[config.mk]
export PLATFORM = sky130hd
export DESIGN_NAME = pulse_fifo_reader
export DESIGN_NICKNAME = d
export VERILOG_FILES = /design/src/rtl/pulse_pkg.sv /design/src/rtl/pulse_fifo_reader.sv
export SDC_FILE = /design/constraint.sdc
export NUM_CORES = 1
export LEC_CHECK = 0
export CORE_MARGIN = 2
export CORE_UTILIZATION = 31
export CTS_BUF_LIST = sky130_fd_sc_hd__clkbuf_4 sky130_fd_sc_hd__clkbuf_8
export DETAILED_ROUTE_END_ITERATION = 12
export PLACE_DENSITY = 0.59
export SYNTH_ARGS = -nofsm -noshare
export SYNTH_HDL_FRONTEND = slang
export SYNTH_SLANG_ARGS = --single-unit
[constraint.sdc]
create_clock -name clk -period 4.2 [get_ports clk]
set_input_delay 0.63 -clock clk [delete_from_list [all_inputs] [get_ports clk]]
set_output_delay 0.63 -clock clk [all_outputs]
set_load 0.005 [all_outputs]
[src/rtl/pulse_pkg.sv]
// ----------------------------------------------------------------------------
// pulse_pkg: register map, bit positions and FSM encoding for pulse_fifo_reader
// Rev 1.0
// ----------------------------------------------------------------------------
`default_nettype none

package pulse_pkg;

  localparam int REC_W = 64;

  localparam logic [1:0] REG_STATUS  = 2'd0;
  localparam logic [1:0] REG_DATA_LO = 2'd1;
  localparam logic [1:0] REG_DATA_HI = 2'd2;
  localparam logic [1:0] REG_CTRL    = 2'd3;

  localparam int CTRL_FLUSH_BIT  = 0;
  localparam int CTRL_CLR_BIT    = 1;
  localparam int CTRL_IRQ_EN_BIT = 2;

  localparam int STAT_VALID_BIT  = 0;
  localparam int STAT_EMPTY_BIT  = 1;
  localparam int STAT_FLUSH_BIT  = 2;
  localparam int STAT_IRQ_EN_BIT = 3;
  localparam int STAT_CNT_LSB    = 16;

  typedef enum logic [2:0] {
    S_IDLE  = 3'd0,
    S_REQ   = 3'd1,
    S_WAIT  = 3'd2,
    S_HOLD  = 3'd3,
    S_FLUSH = 3'd4
  } state_t;

endpackage

`default_nettype wire

[src/rtl/pulse_fifo_reader.sv]
// ----------------------------------------------------------------------------
// pulse_fifo_reader: drains 64-bit photon-count records into a 32-bit Avalon-MM slave
// Rev 1.0
// ----------------------------------------------------------------------------
`default_nettype none

module pulse_fifo_reader
  import pulse_pkg::*;
#(
  parameter int FIFO_RD_LATENCY = 1,
  parameter int CNT_W           = 32
) (
  input  logic             clk,
  input  logic             reset,
  output logic             fifo_read,
  input  logic [REC_W-1:0] fifo_readdata,
  input  logic             fifo_empty,
  input  logic [1:0]       avs_address,
  input  logic             avs_read,
  output logic [31:0]      avs_readdata,
  input  logic             avs_write,
  input  logic [31:0]      avs_writedata,
  output logic             irq
);

  localparam logic [1:0] LAT_INIT = 2'(FIFO_RD_LATENCY);

  state_t             state_q, state_d;
  logic [1:0]         lat_cnt_q, lat_cnt_d;
  logic               fifo_read_q, fifo_read_d;
  logic [REC_W-1:0]   rec_q, rec_d;
  logic               rec_valid_q, rec_valid_d;
  logic [CNT_W-1:0]   rec_cnt_q, rec_cnt_d;
  logic               irq_en_q, irq_en_d;
  logic               irq_q, irq_d;
  logic [31:0]        rdata_q, rdata_d;

  logic               ctrl_wr;
  logic               flush_req;
  logic               pop;
  logic [31:0]        cnt32;
  logic [31:0]        status;
  logic               wdata_unused;

  assign ctrl_wr   = avs_write && (avs_address == REG_CTRL);
  assign flush_req = ctrl_wr && avs_writedata[CTRL_FLUSH_BIT] && (state_q != S_FLUSH);
  assign pop       = avs_read && (avs_address == REG_DATA_HI) && rec_valid_q && (state_q == S_HOLD);
  assign cnt32     = 32'(rec_cnt_q);
  assign wdata_unused = ^avs_writedata[31:3];

  always_comb begin
    status = '0;
    status[STAT_VALID_BIT]  = rec_valid_q;
    status[STAT_EMPTY_BIT]  = fifo_empty;
    status[STAT_FLUSH_BIT]  = (state_q == S_FLUSH);
    status[STAT_IRQ_EN_BIT] = irq_en_q;
    status[STAT_CNT_LSB +: 16] = cnt32[15:0];
  end

  always_comb begin
    state_d     = state_q;
    lat_cnt_d   = lat_cnt_q;
    fifo_read_d = 1'b0;
    rec_d       = rec_q;
    rec_valid_d = rec_valid_q;
    rec_cnt_d   = rec_cnt_q;
    irq_en_d    = irq_en_q;

    case (state_q)
      S_IDLE: begin
        if (!fifo_empty) begin
          state_d     = S_REQ;
          fifo_read_d = 1'b1;
        end
      end
      S_REQ: begin
        state_d   = S_WAIT;
        lat_cnt_d = LAT_INIT;
      end
      S_WAIT: begin
        lat_cnt_d = lat_cnt_q - 2'd1;
        if (lat_cnt_q == 2'd1) begin
          rec_d       = fifo_readdata;
          rec_valid_d = 1'b1;
          rec_cnt_d   = rec_cnt_q + CNT_W'(1);
          state_d     = S_HOLD;
        end
      end
      S_HOLD: begin
        if (pop) begin
          rec_valid_d = 1'b0;
          state_d     = S_IDLE;
        end
      end
      S_FLUSH: begin
        // One outstanding read at a time: issue, wait out its latency, drop it.
        if (fifo_read_q) begin
          lat_cnt_d = LAT_INIT;
        end else if (lat_cnt_q != 2'd0) begin
          lat_cnt_d = lat_cnt_q - 2'd1;
        end else if (fifo_empty) begin
          state_d = S_IDLE;
        end else begin
          fifo_read_d = 1'b1;
        end
      end
      default: state_d = S_IDLE;
    endcase

    // A read already in flight keeps its latency count so its data is discarded.
    if (flush_req) begin
      state_d     = S_FLUSH;
      rec_d       = rec_q;
      rec_valid_d = 1'b0;
      rec_cnt_d   = rec_cnt_q;
      fifo_read_d = 1'b0;
      if (fifo_read_q) begin
        lat_cnt_d = LAT_INIT;
      end else if (state_q == S_WAIT) begin
        lat_cnt_d = lat_cnt_q - 2'd1;
      end else begin
        lat_cnt_d = 2'd0;
      end
    end

    if (ctrl_wr) begin
      irq_en_d = avs_writedata[CTRL_IRQ_EN_BIT];
      if (avs_writedata[CTRL_CLR_BIT]) begin
        rec_cnt_d = '0;
      end
    end
  end

  always_comb begin
    rdata_d = rdata_q;
    irq_d   = rec_valid_q & irq_en_q;
    if (avs_read) begin
      case (avs_address)
        REG_STATUS:  rdata_d = status;
        REG_DATA_LO: rdata_d = rec_q[31:0];
        REG_DATA_HI: rdata_d = rec_q[63:32];
        default:     rdata_d = cnt32;
      endcase
    end
  end

  always_ff @(posedge clk or posedge reset) begin
    if (reset) begin
      state_q     <= S_IDLE;
      lat_cnt_q   <= 2'd0;
      fifo_read_q <= 1'b0;
      rec_q       <= '0;
      rec_valid_q <= 1'b0;
      rec_cnt_q   <= '0;
      irq_en_q    <= 1'b0;
      irq_q       <= 1'b0;
      rdata_q     <= '0;
    end else begin
      state_q     <= state_d;
      lat_cnt_q   <= lat_cnt_d;
      fifo_read_q <= fifo_read_d;
      rec_q       <= rec_d;
      rec_valid_q <= rec_valid_d;
      rec_cnt_q   <= rec_cnt_d;
      irq_en_q    <= irq_en_d;
      irq_q       <= irq_d;
      rdata_q     <= rdata_d;
    end
  end

  assign fifo_read    = fifo_read_q;
  assign avs_readdata = rdata_q;
  assign irq          = irq_q;

endmodule

`default_nettype wire

==> reports/results.txt, run 1 <==
leading cell types by total area after synthesis -> dfrtp_1 51%, nand2_1 12%, mux4_2 6.7%
max-cap violation count -> 0
nets -> 880
Mapped Avg Cell Area -> 9.867 sq um
post-synth top area share -> 0.5087
Die X -> 151.4 microns
drt pass-1 iters -> 7
critical path class -> primary input to flip-flop
wire per inst -> 16.72 microns
WHS Endpoint -> rec_q[2]
Slew Viols, Final -> 0
final worst-path cycle share -> 0.6038
H-tree levels -> 4
Peak VDD IR -> 239.5 uV
clk_lat worst skew -> 0.44 ns
cell family with most CP delay -> simple AND/OR/NAND/NOR gates
max frequency -> 0.3943 GHz
cells along the critical path -> clkdlybuf4s50_1 -> a41oi_4 -> nand2_2 -> or4_1 -> a21oi_1
post-CTS sizing -> 0
Post-synth EDFFs -> 0
Worst Min Path Start -> rec_q[2]
drt total wl -> 17,750 microns
hold buffer count at CTS -> 0
Yosys warnings -> 0
flops & latches, synth -> 137
routed vias/inst -> 5.007
Final ANT Viol Nets -> 0
commonest non-fill, non-tap cells in the layout -> 217 x nand2_1, 137 x dfrtp_1, 104 x clkdlybuf4s50_1
CP startpoint -> avs_write
1st-iter DRT viols -> 359
Worst Tran Pin Value -> 0.9793 ns
Max Root-Sink Buffers -> 2
WP data arrival -> 2.89 ns
Clock Skews -> 0.01334 ns
Yosys cell types -> 44
Mapped Nets -> 789
gr ovfl total -> 0
port bufs -> 107
CP max-delay cell -> or4_1
CP Max Fanout -> 32
Async SR Flop Fraction -> 1.000
first-pass GRT wire length -> 28,580 microns
FP Rows -> 53
Power Density -> 560.4 nW/um^2
vias in the first global route -> 5,380
# diodes -> 0
Buf/Inv on CP -> 1
reg-to-reg endpoint -> cnt32[14]
post-CTS setup buffer count -> 0
detailed-route DRC error count -> 0
Critical Path Start Type -> primary input
Root Buffer -> clkbuf_8
CTS Sinks -> 137
Layout area overhead -> 26.14%
hold crit path type -> flip-flop to flip-flop
Via Count -> 5,317
core area -> 21,150 sq um
Die Y -> 151.4 microns
final hold slack -> 0.4716 ns
Critical Path Sink Type -> flip-flop
RSZ-0062 raised after global routing -> false
Reg-to-Reg Start -> lat_cnt_q[1]
total track usage -> 0.1629
synthesized instance count -> 683
hold depth -> 2
Placer Congestion -> 0.8282
Max-slew headroom -> 0.3458
CP required -> 4.56 ns
Final Critical Period -> 2.536 ns
status -> finished, final reports clean
Setup TNS -> 0 ns
register area share after synthesis -> 0.5087
IO Count -> 137
Tot Pwr -> 4.764 mW
Post-DP HPWL -> 12,450 microns
Leak Pwr -> 3.743 nW
Initial Util -> 0.3186
cell area after synthesis -> 6739 sq um
Final setup viols -> 0
Synth area leader -> dfrtp_1
commonest non-fill, non-tap cell in the layout -> nand2_1
initial antenna violation count -> 0
die area -> 22,930 sq um
Reg2Reg Setup Slack -> 1.81 ns
ys flop type -> dfrtp_1
Final Hold Fails -> 0
layout cells sized above 1 -> 0.1309
TritonCTS buffer count -> 17
clock-pin slew on the worst setup and hold paths -> 0.07 ns
CTS tree -> yes
Worst path max stage delay -> 0.64 ns
Reg2Reg Depth -> 6
largest net degree at the start of global routing -> 74
power by group:
group          internal [mW]  leakage, nW  switching (mW)
Combinational          0.748         1.79           0.746
Clock                  0.658        0.215           0.523
Sequential              1.77         1.74           0.318
Total                   3.18         3.74            1.59
worst max path at each step:
| stage | cells after the start | endpoint |
|---|---|---|
| 2_1_floorplan | 1 | avs_readdata[0] |
| 3_3_place_gp | 5 | cnt32[14] |
| 3_5_place_dp | 5 | cnt32[18] |
| 4_1_cts | 5 | cnt32[18] |
| 5_1_grt | 5 | cnt32[14] |
| 6_report | 5 | cnt32[14] |
state kept, by name (all words and copies together) (netlist names):
name / cells
avs_readdata: 32
cnt32: 32
fifo_read: 1
irq: 1
irq_en_q: 1
lat_cnt_q: 2
rec_q: 64
rec_valid_q: 1
state_q: 3
layer usage:
layer / share of wire / up-vias / global-route usage
li1: - / 2573 / -
met1: 0.46 / 2614 / 0.2227
met2: 0.48 / 114 / 0.2611
met3: 0.040 / 16 / 0.03283
met4: 0.013 / 0 / 0.05000
met5: 0 / - / 0
through the flow:
stage	cells	setup WS [ns]	util	area [sq um]
final	1062	1.664	0.4018	8501
after global routing	1062	1.529	0.4018	8501
after global placement	1030	1.206	0.3812	8064
after floorplan	683	1.863	-	6743
after CTS	1062	1.678	0.4018	8501
after detailed placement	1030	1.215	0.3812	8064
Yosys cell counts (all sizes together), types with 2 or more instances:
| library cell | count |
|---|---|
| or3 | 4 |
| and3 | 3 |
| a21oi | 33 |
| o21a | 2 |
| nand4 | 14 |
| nand4b | 2 |
| a31oi | 2 |
| o21ai | 15 |
| xnor2 | 5 |
| ha | 3 |
| nand2b | 8 |
| a22oi | 13 |
| clkbuf | 22 |
| dfrtp | 137 |
| nor2 | 25 |
| o31ai | 13 |
| and2 | 5 |
| inv | 11 |
| buf | 21 |
| mux2 | 33 |
| nor4 | 9 |
| mux4 | 20 |
| nor3 | 6 |
| nand3 | 13 |
| nor2b | 3 |
| or4 | 12 |
| nand2 | 218 |
| and4 | 7 |
| mux2i | 12 |
worst reg2reg max path, cell delays in order, from the launching register on:
cell and delay (ns):
dfrtp_1 0.36, inv_1 0.10, ha_1 0.26, and3b_1 0.34
nand2_2 0.44, or4_1 0.65, a21oi_1 0.16
area by class of cell:
cell class | count | area (sq um)
flip-flops and latches | 137 | 3428
repair buffers | 115 | 1154
clock buffers | 22 | 296.5
multi-input cells | 492 | 3093
inverters | 11 | 45.04
well taps | 275 | 344.1
fillers | 2090 | 12650
clock inverters | 10 | 140.1
kinds of logic (layout without fill, tap and decap cells):
family | after synthesis | count (layout) | synth area share
DFF | 137 | 137 | 0.5087
and+or+nand+nor | 333 | 333 | 0.2239
buffers and inverters | 54 | 158 | 0.03416
muxes | 65 | 65 | 0.1398
AOI/OAI and AO/OA | 85 | 85 | 0.08002
xor gates and xnor gates | 6 | 6 | 0.007798
adders and majority gates | 3 | 3 | 0.005571
(Power assumes the default switching activity.)
==> run 2: changes to the inputs <==
Clock period 4.2 ns to 2.3 ns, I/O delays scaled along.
==> run 2 against run 1 <==
Compared with the run above:
- critical path depth shrank 1
- final cell count increased by 2.8%
- non-clock buffer count up 31
- clock skew down 0.0025 ns
- flip-flop and latch count did not move
- critical endpoint is now cnt32[19]
- largest cell class unchanged
- highest routed layer unchanged
==> reports/results.txt, run 2 (synthesized netlist as in run 1, its figures left out) <==
status -> finished, final reports clean
Layout area overhead -> 30.30%
FP Rows -> 53 (unchanged)
Worst Tran Pin Value -> 0.4990 ns (-0.4803 ns)
post-CTS setup buffer count -> 0 (unchanged)
Tot Pwr -> 9.014 mW (+89%)
Reg2Reg Setup Slack -> 0.29 ns (-1.52 ns)
Sw Share -> 0.3270 (-0.006222)
final worst-path cycle share -> 0.8724
max-cap violation count -> 0 (unchanged)
reg-to-reg endpoint -> cnt32[19]
detailed-route DRC error count -> 0 (unchanged)
Crit path depth -> 4 (-1)
hold crit path type -> primary input to asynchronous set/reset pin
CTS tree -> yes
wire per inst -> 16.97 microns (+1.5%)
initial antenna violation count -> 0 (unchanged)
cell family with most CP delay -> simple AND/OR/NAND/NOR gates
drt pass-1 iters -> 5 (-2)
cells along the critical path -> and4_1 -> nand2_1 -> or4_1 -> a21oi_1
Max Root-Sink Buffers -> 2 (unchanged)
FILL cells -> 2,020 (-3.3%)
Die Y -> 151.4 microns (unchanged)
Setup TNS -> 0 ns (unchanged)
max layer used -> met4
Leak Pwr -> 3.917 nW (+4.7%)
CTS Sinks -> 137 (unchanged)
CP max-delay cell -> or4_1
commonest non-fill, non-tap cell in the layout -> nand2_1
routed vias/inst -> 5.002 (about the same)
Placer Congestion -> 0.8446 (+2.0%)
Power Density -> 1027 nW/um^2 (+83%)
clock-pin slew on the worst setup and hold paths -> 0.08 ns (about the same)
switching power -> 2.947 mW (+86%)
Die X -> 151.4 microns (unchanged)
internal power -> 6.067 mW (+91%)
Final ANT Viol Nets -> 0 (unchanged)
largest net degree at the start of global routing -> 63 (-15%)
commonest non-fill, non-tap cells in the layout -> 217 x nand2_1, 137 x dfrtp_1, 104 x clkdlybuf4s50_1
Seq pwr share -> 0.414 (-0.024)
CP startpoint -> cnt32[11]
Largest Register -> rec_q
gr ovfl total -> 0 (unchanged)
vias in the first global route -> 5,613 (+4.3%)
CP required -> 2.67 ns (-1.89 ns)
Critical Path Start Type -> flip-flop
Reg2Reg Depth -> 4 (-2)
clock share of power -> 0.256 (+0.008)
die area -> 22,930 sq um (unchanged)
CP Max Fanout -> 9 (-72%)
WP data arrival -> 2.38 ns (-0.51 ns)
combinational share of power -> 0.330 (+0.016)
layout cells sized above 1 -> 0.1616 (+0.03069)
clk_lat worst skew -> 0.45 ns (about the same)
critical path class -> flip-flop to flip-flop
core area -> 21,150 sq um (unchanged)
IO Count -> 137 (unchanged)
Via Count -> 5,462 (+2.7%)
Final Hold Fails -> 0 (unchanged)
final hold slack -> 0.2102 ns (-0.2614 ns)
Peak VDD IR -> 424.7 uV (+77%)
Final setup viols -> 0 (unchanged)
Post-DP HPWL -> 13,350 microns (+7.2%)
Buf/Inv on CP -> 0 (-1)
H-tree levels -> 4 (unchanged)
wire length on met1 -> 8475 microns (+2.8%)
max frequency -> 0.4984 GHz
met3 WL -> 804 microns (+14%)
DR WL met2 -> 8989 microns (+4.9%)
TritonCTS buffer count -> 17 (unchanged)
crit path capture -> cnt32[19]
Max-slew headroom -> 0.6673 (+0.3215)
RSZ-0062 raised after global routing -> false
hold buffer count at CTS -> 0 (unchanged)
nets -> 911 (+3.5%)
total track usage -> 0.1702 (+0.007349)
port bufs -> 107 (unchanged)
Worst path max stage delay -> 0.55 ns (-0.09 ns)
Clock Skews -> 0.01087 ns (-0.002472 ns)
post-CTS sizing -> 0 (unchanged)
Reg-to-Reg Start -> cnt32[11]
Root Buffer -> clkbuf_8
drt total wl -> 18,530 microns (+4.4%)
Slew Viols, Final -> 0 (unchanged)
Critical Path Sink Type -> flip-flop
first-pass GRT wire length -> 29,900 microns (+4.6%)
Final Critical Period -> 2.007 ns
flip-flop count of the largest register after layout -> 64 (unchanged)
Initial Util -> 0.3186 (unchanged)
# diodes -> 0 (unchanged)
1st-iter DRT viols -> 410 (+14%)
run 2: worst reg2reg max path: stages, from the launching register on:
cell and delay, ns:
dfrtp_1 0.54, and4_1 0.45, nand2_1 0.23, or4_1 0.55
a21oi_1 0.16
run 2: power groups by stage:
| stage | clock network, mW | logic, mW | registers, mW |
|---|---|---|---|
| 2_1_floorplan | 0 | 1.86 | 3.64 |
| 3_3_place_gp | 0 | 2.97 | 3.76 |
| 3_5_place_dp | 0 | 3.02 | 3.78 |
| 4_1_cts | 2.36 | 3.03 | 3.74 |
| 5_1_grt | 2.46 | 3.39 | 3.85 |
| 6_report | 2.31 | 2.97 | 3.73 |
run 2: worst min-delay path by stage:
stage	endpoint	slack (ns)	cells past startpoint
after floorplan	fifo_read	0.42	1
after global placement	rec_q[5]	0.45	2
after detailed placement	rec_q[24]	0.46	2
after CTS	rec_q[49]	0.19	2
after global routing	rec_q[10]	0.21	2
final	rec_q[49]	0.21	2
run 2: metal layers:
metal / GRT usage / up-vias
li1: - / 2631
met1: 0.2279 / 2684
met2: 0.2808 / 125
met3: 0.03705 / 22
met4: 0.04346 / 0
met5: 0 / -
run 2: final cells by class:
cell class / instances / area (sq um) / share of cell area
clock buffer: 20 / 269.0 / 0.03064
clock inverter: 11 / 192.7 / 0.02194
inverter: 11 / 45.04 / 0.005130
multi-input combinational: 492 / 3090 / 0.3520
sequential: 137 / 3428 / 0.3904
tap: 275 / 344.1 / 0.03918
timing repair buffer: 146 / 1411 / 0.1607
run 2: through the flow:
stage	setup slack, ns	instance area [sq um]	instances	util
after floorplan	0.2479	6743	683	-
after global placement	0.09297	8319	1061	0.3933
after detailed placement	0.04220	8319	1061	0.3933
after CTS	0.2983	8781	1092	0.4151
after global routing	0.1638	8781	1092	0.4151
final	0.2934	8781	1092	0.4151
==> run 3: changes to the inputs <==
Settings changed: PLACE_DENSITY 0.59 to unset, PLACE_DENSITY_LB_ADDON set to 0.05.
==> run 3 against run 2 <==
Compared with the run above:
- sequential power shrank 2%
- global-route usage grew 0.47 points
- fmax rose by 0.31%
- count of clock-buffer cells in the layout down 3
- die area did not move
- clock power shrank 19%
==> reports/results.txt, run 3 (synthesized netlist as in run 1, its figures left out) <==
1st-iter DRT viols -> 337 (-18%)
Layout area overhead -> 28.96%
first-pass GRT wire length -> 30,660 microns (+2.6%)
gr ovfl total -> 0 (unchanged)
routed vias/inst -> 4.957 (-0.89%)
Placer Congestion -> 0.8317 (-1.5%)
vias in the first global route -> 5,713 (+1.8%)
CP required -> 2.67 ns (about the same)
RSZ-0062 raised after global routing -> false
WP data arrival -> 2.37 ns (about the same)
IO Count -> 137 (unchanged)
die area -> 22,930 sq um (unchanged)
crit path capture -> cnt32[15]
clock share of power -> 0.218 (-0.038)
wire per inst -> 17.30 microns (+2.0%)
commonest non-fill, non-tap cell in the layout -> nand2_1
max frequency -> 0.4999 GHz (+0.31%)
Via Count -> 5,438 (-0.44%)
design area -> 8691 sq um (-1.0%)
total track usage -> 0.1750 (+0.004739)
Slew Viols, Final -> 0 (unchanged)
clk_lat worst skew -> 0.45 ns (about the same)
CTS tree -> yes
initial antenna violation count -> 0 (unchanged)
Clock Skews -> 0.01169 ns (+0.0008186 ns)
post-CTS sizing -> 0 (unchanged)
FP Rows -> 53 (unchanged)
Final setup viols -> 0 (unchanged)
Die Y -> 151.4 microns (unchanged)
Critical Path Start Type -> flip-flop
Reg2Reg Setup Slack -> 0.30 ns (about the same)
commonest non-fill, non-tap cells in the layout -> 217 x nand2_1, 137 x dfrtp_1, 104 x clkdlybuf4s50_1
reg-to-reg endpoint -> cnt32[15]
hold crit path type -> primary input to asynchronous set/reset pin
Final Hold Fails -> 0 (unchanged)
Max Root-Sink Buffers -> 2 (unchanged)
Post-DP HPWL -> 13,680 microns (+2.5%)
internal power -> 5.503 mW (-9.3%)
detailed-route DRC error count -> 0 (unchanged)
Peak VDD IR -> 413.1 uV (-2.7%)
CTS Sinks -> 137 (unchanged)
hold buffer count at CTS -> 0 (unchanged)
max-cap violation count -> 0 (unchanged)
drt total wl -> 18,980 microns (+2.4%)
Reg-to-Reg Start -> lat_cnt_q[1]
Final WS setup -> 0.2996 ns (+0.006206 ns)
nets -> 915 (+0.44%)
CP startpoint -> lat_cnt_q[1]
post-CTS setup buffer count -> 0 (unchanged)
Max-slew headroom -> 0.6143 (-0.05300)
switching power -> 3.070 mW (+4.2%)
drt pass-1 iters -> 4 (-1)
Sw Share -> 0.3581 (+0.03116)
CP Max Fanout -> 8 (-1)
Leak Pwr -> 3.877 nW (-1.0%)
clock-pin slew on the worst setup and hold paths -> 0.09 ns (about the same)
Final ANT Viol Nets -> 0 (unchanged)
final hold slack -> 0.3623 ns (+0.1521 ns)
dpl ws -> 0.1280 ns (+0.08577 ns)
core area -> 21,150 sq um (unchanged)
Root Buffer -> clkbuf_8
Worst Tran Pin Value -> 0.5785 ns (+0.07951 ns)
Power Density -> 986.5 nW/um^2 (-3.9%)
layout cells sized above 1 -> 0.1667 (+0.005100)
largest net degree at the start of global routing -> 97 (+54%)
Final Critical Period -> 2.000 ns (-0.006206 ns)
TritonCTS buffer count -> 17 (unchanged)
Critical Path Sink Type -> flip-flop
flip-flop count of the largest register after layout -> 64 (unchanged)
Setup TNS -> 0 ns (unchanged)
DP Area -> 8324 sq um (about the same)
critical path class -> flip-flop to flip-flop
# diodes -> 0 (unchanged)
Reg2Reg Depth -> 7 (+3)
combinational share of power -> 0.354 (+0.024)
port bufs -> 107 (unchanged)
Largest Register -> rec_q
fin util -> 0.4108 (-0.004258)
status -> finished, final reports clean
final worst-path cycle share -> 0.8697 (-0.002698)
H-tree levels -> 4 (unchanged)
Die X -> 151.4 microns (unchanged)
Initial Util -> 0.3186 (unchanged)
Seq pwr share -> 0.428 (+0.014)
[run 3: critical path, cell delays in order (launching register included)]
cell     delay, ns
dfrtp_1       0.37
inv_1         0.09
ha_1          0.20
and3b_1       0.36
nand4_1       0.15
buf_4         0.19
or4_1         0.40
a21oi_1       0.16
[run 3: how the worst min path moves through the flow]
stage / slack, ns / to / cells after the start
after floorplan: 0.42 / fifo_read / 1
after CTS: 0.39 / rec_q[46] / 3
after detailed placement: 0.46 / rec_q[0] / 2
after global routing: 0.38 / avs_readdata[30] / 2
final: 0.36 / rec_q[19] / 3
after global placement: 0.46 / rec_q[31] / 2
[run 3: area by class of cell]
type	instances	area, sq um
well taps	275	344.1
clock buffers	17	234.0
clock inverters	15	132.6
multi-input cells	492	3090
repair buffers	150	1416
flip-flops and latches	137	3428
fillers	2073	12460
inverters	11	45.04
[run 3: per-layer routing]
layer / GRT usage / wire, microns / vias up
li1: - / - / 2635
met1: 0.2432 / 8774 / 2681
met2: 0.2744 / 8975 / 109
met3: 0.03976 / 959 / 13
met4: 0.04907 / 272 / 0
met5: 0 / 0 / -
[run 3: power groups by stage]
| stage | Clock, mW | Sequential [mW] | Combinational [mW] |
|---|---|---|---|
| 2_1_floorplan | 0 | 3.64 | 1.86 |
| 3_3_place_gp | 0 | 3.70 | 3.05 |
| 3_5_place_dp | 0 | 3.73 | 3.09 |
| 4_1_cts | 1.95 | 3.68 | 3.11 |
| 5_1_grt | 2.07 | 3.79 | 3.45 |
| 6_report | 1.87 | 3.67 | 3.04 |
[run 3: stage by stage]
| step | std cells | total power [mW] |
|---|---|---|
| final | 1097 | 8.574 |
| after global routing | 1097 | 9.308 |
| after CTS | 1097 | 8.741 |
| after detailed placement | 1065 | 6.816 |
| after global placement | 1065 | 6.744 |
| after floorplan | 683 | 5.499 |
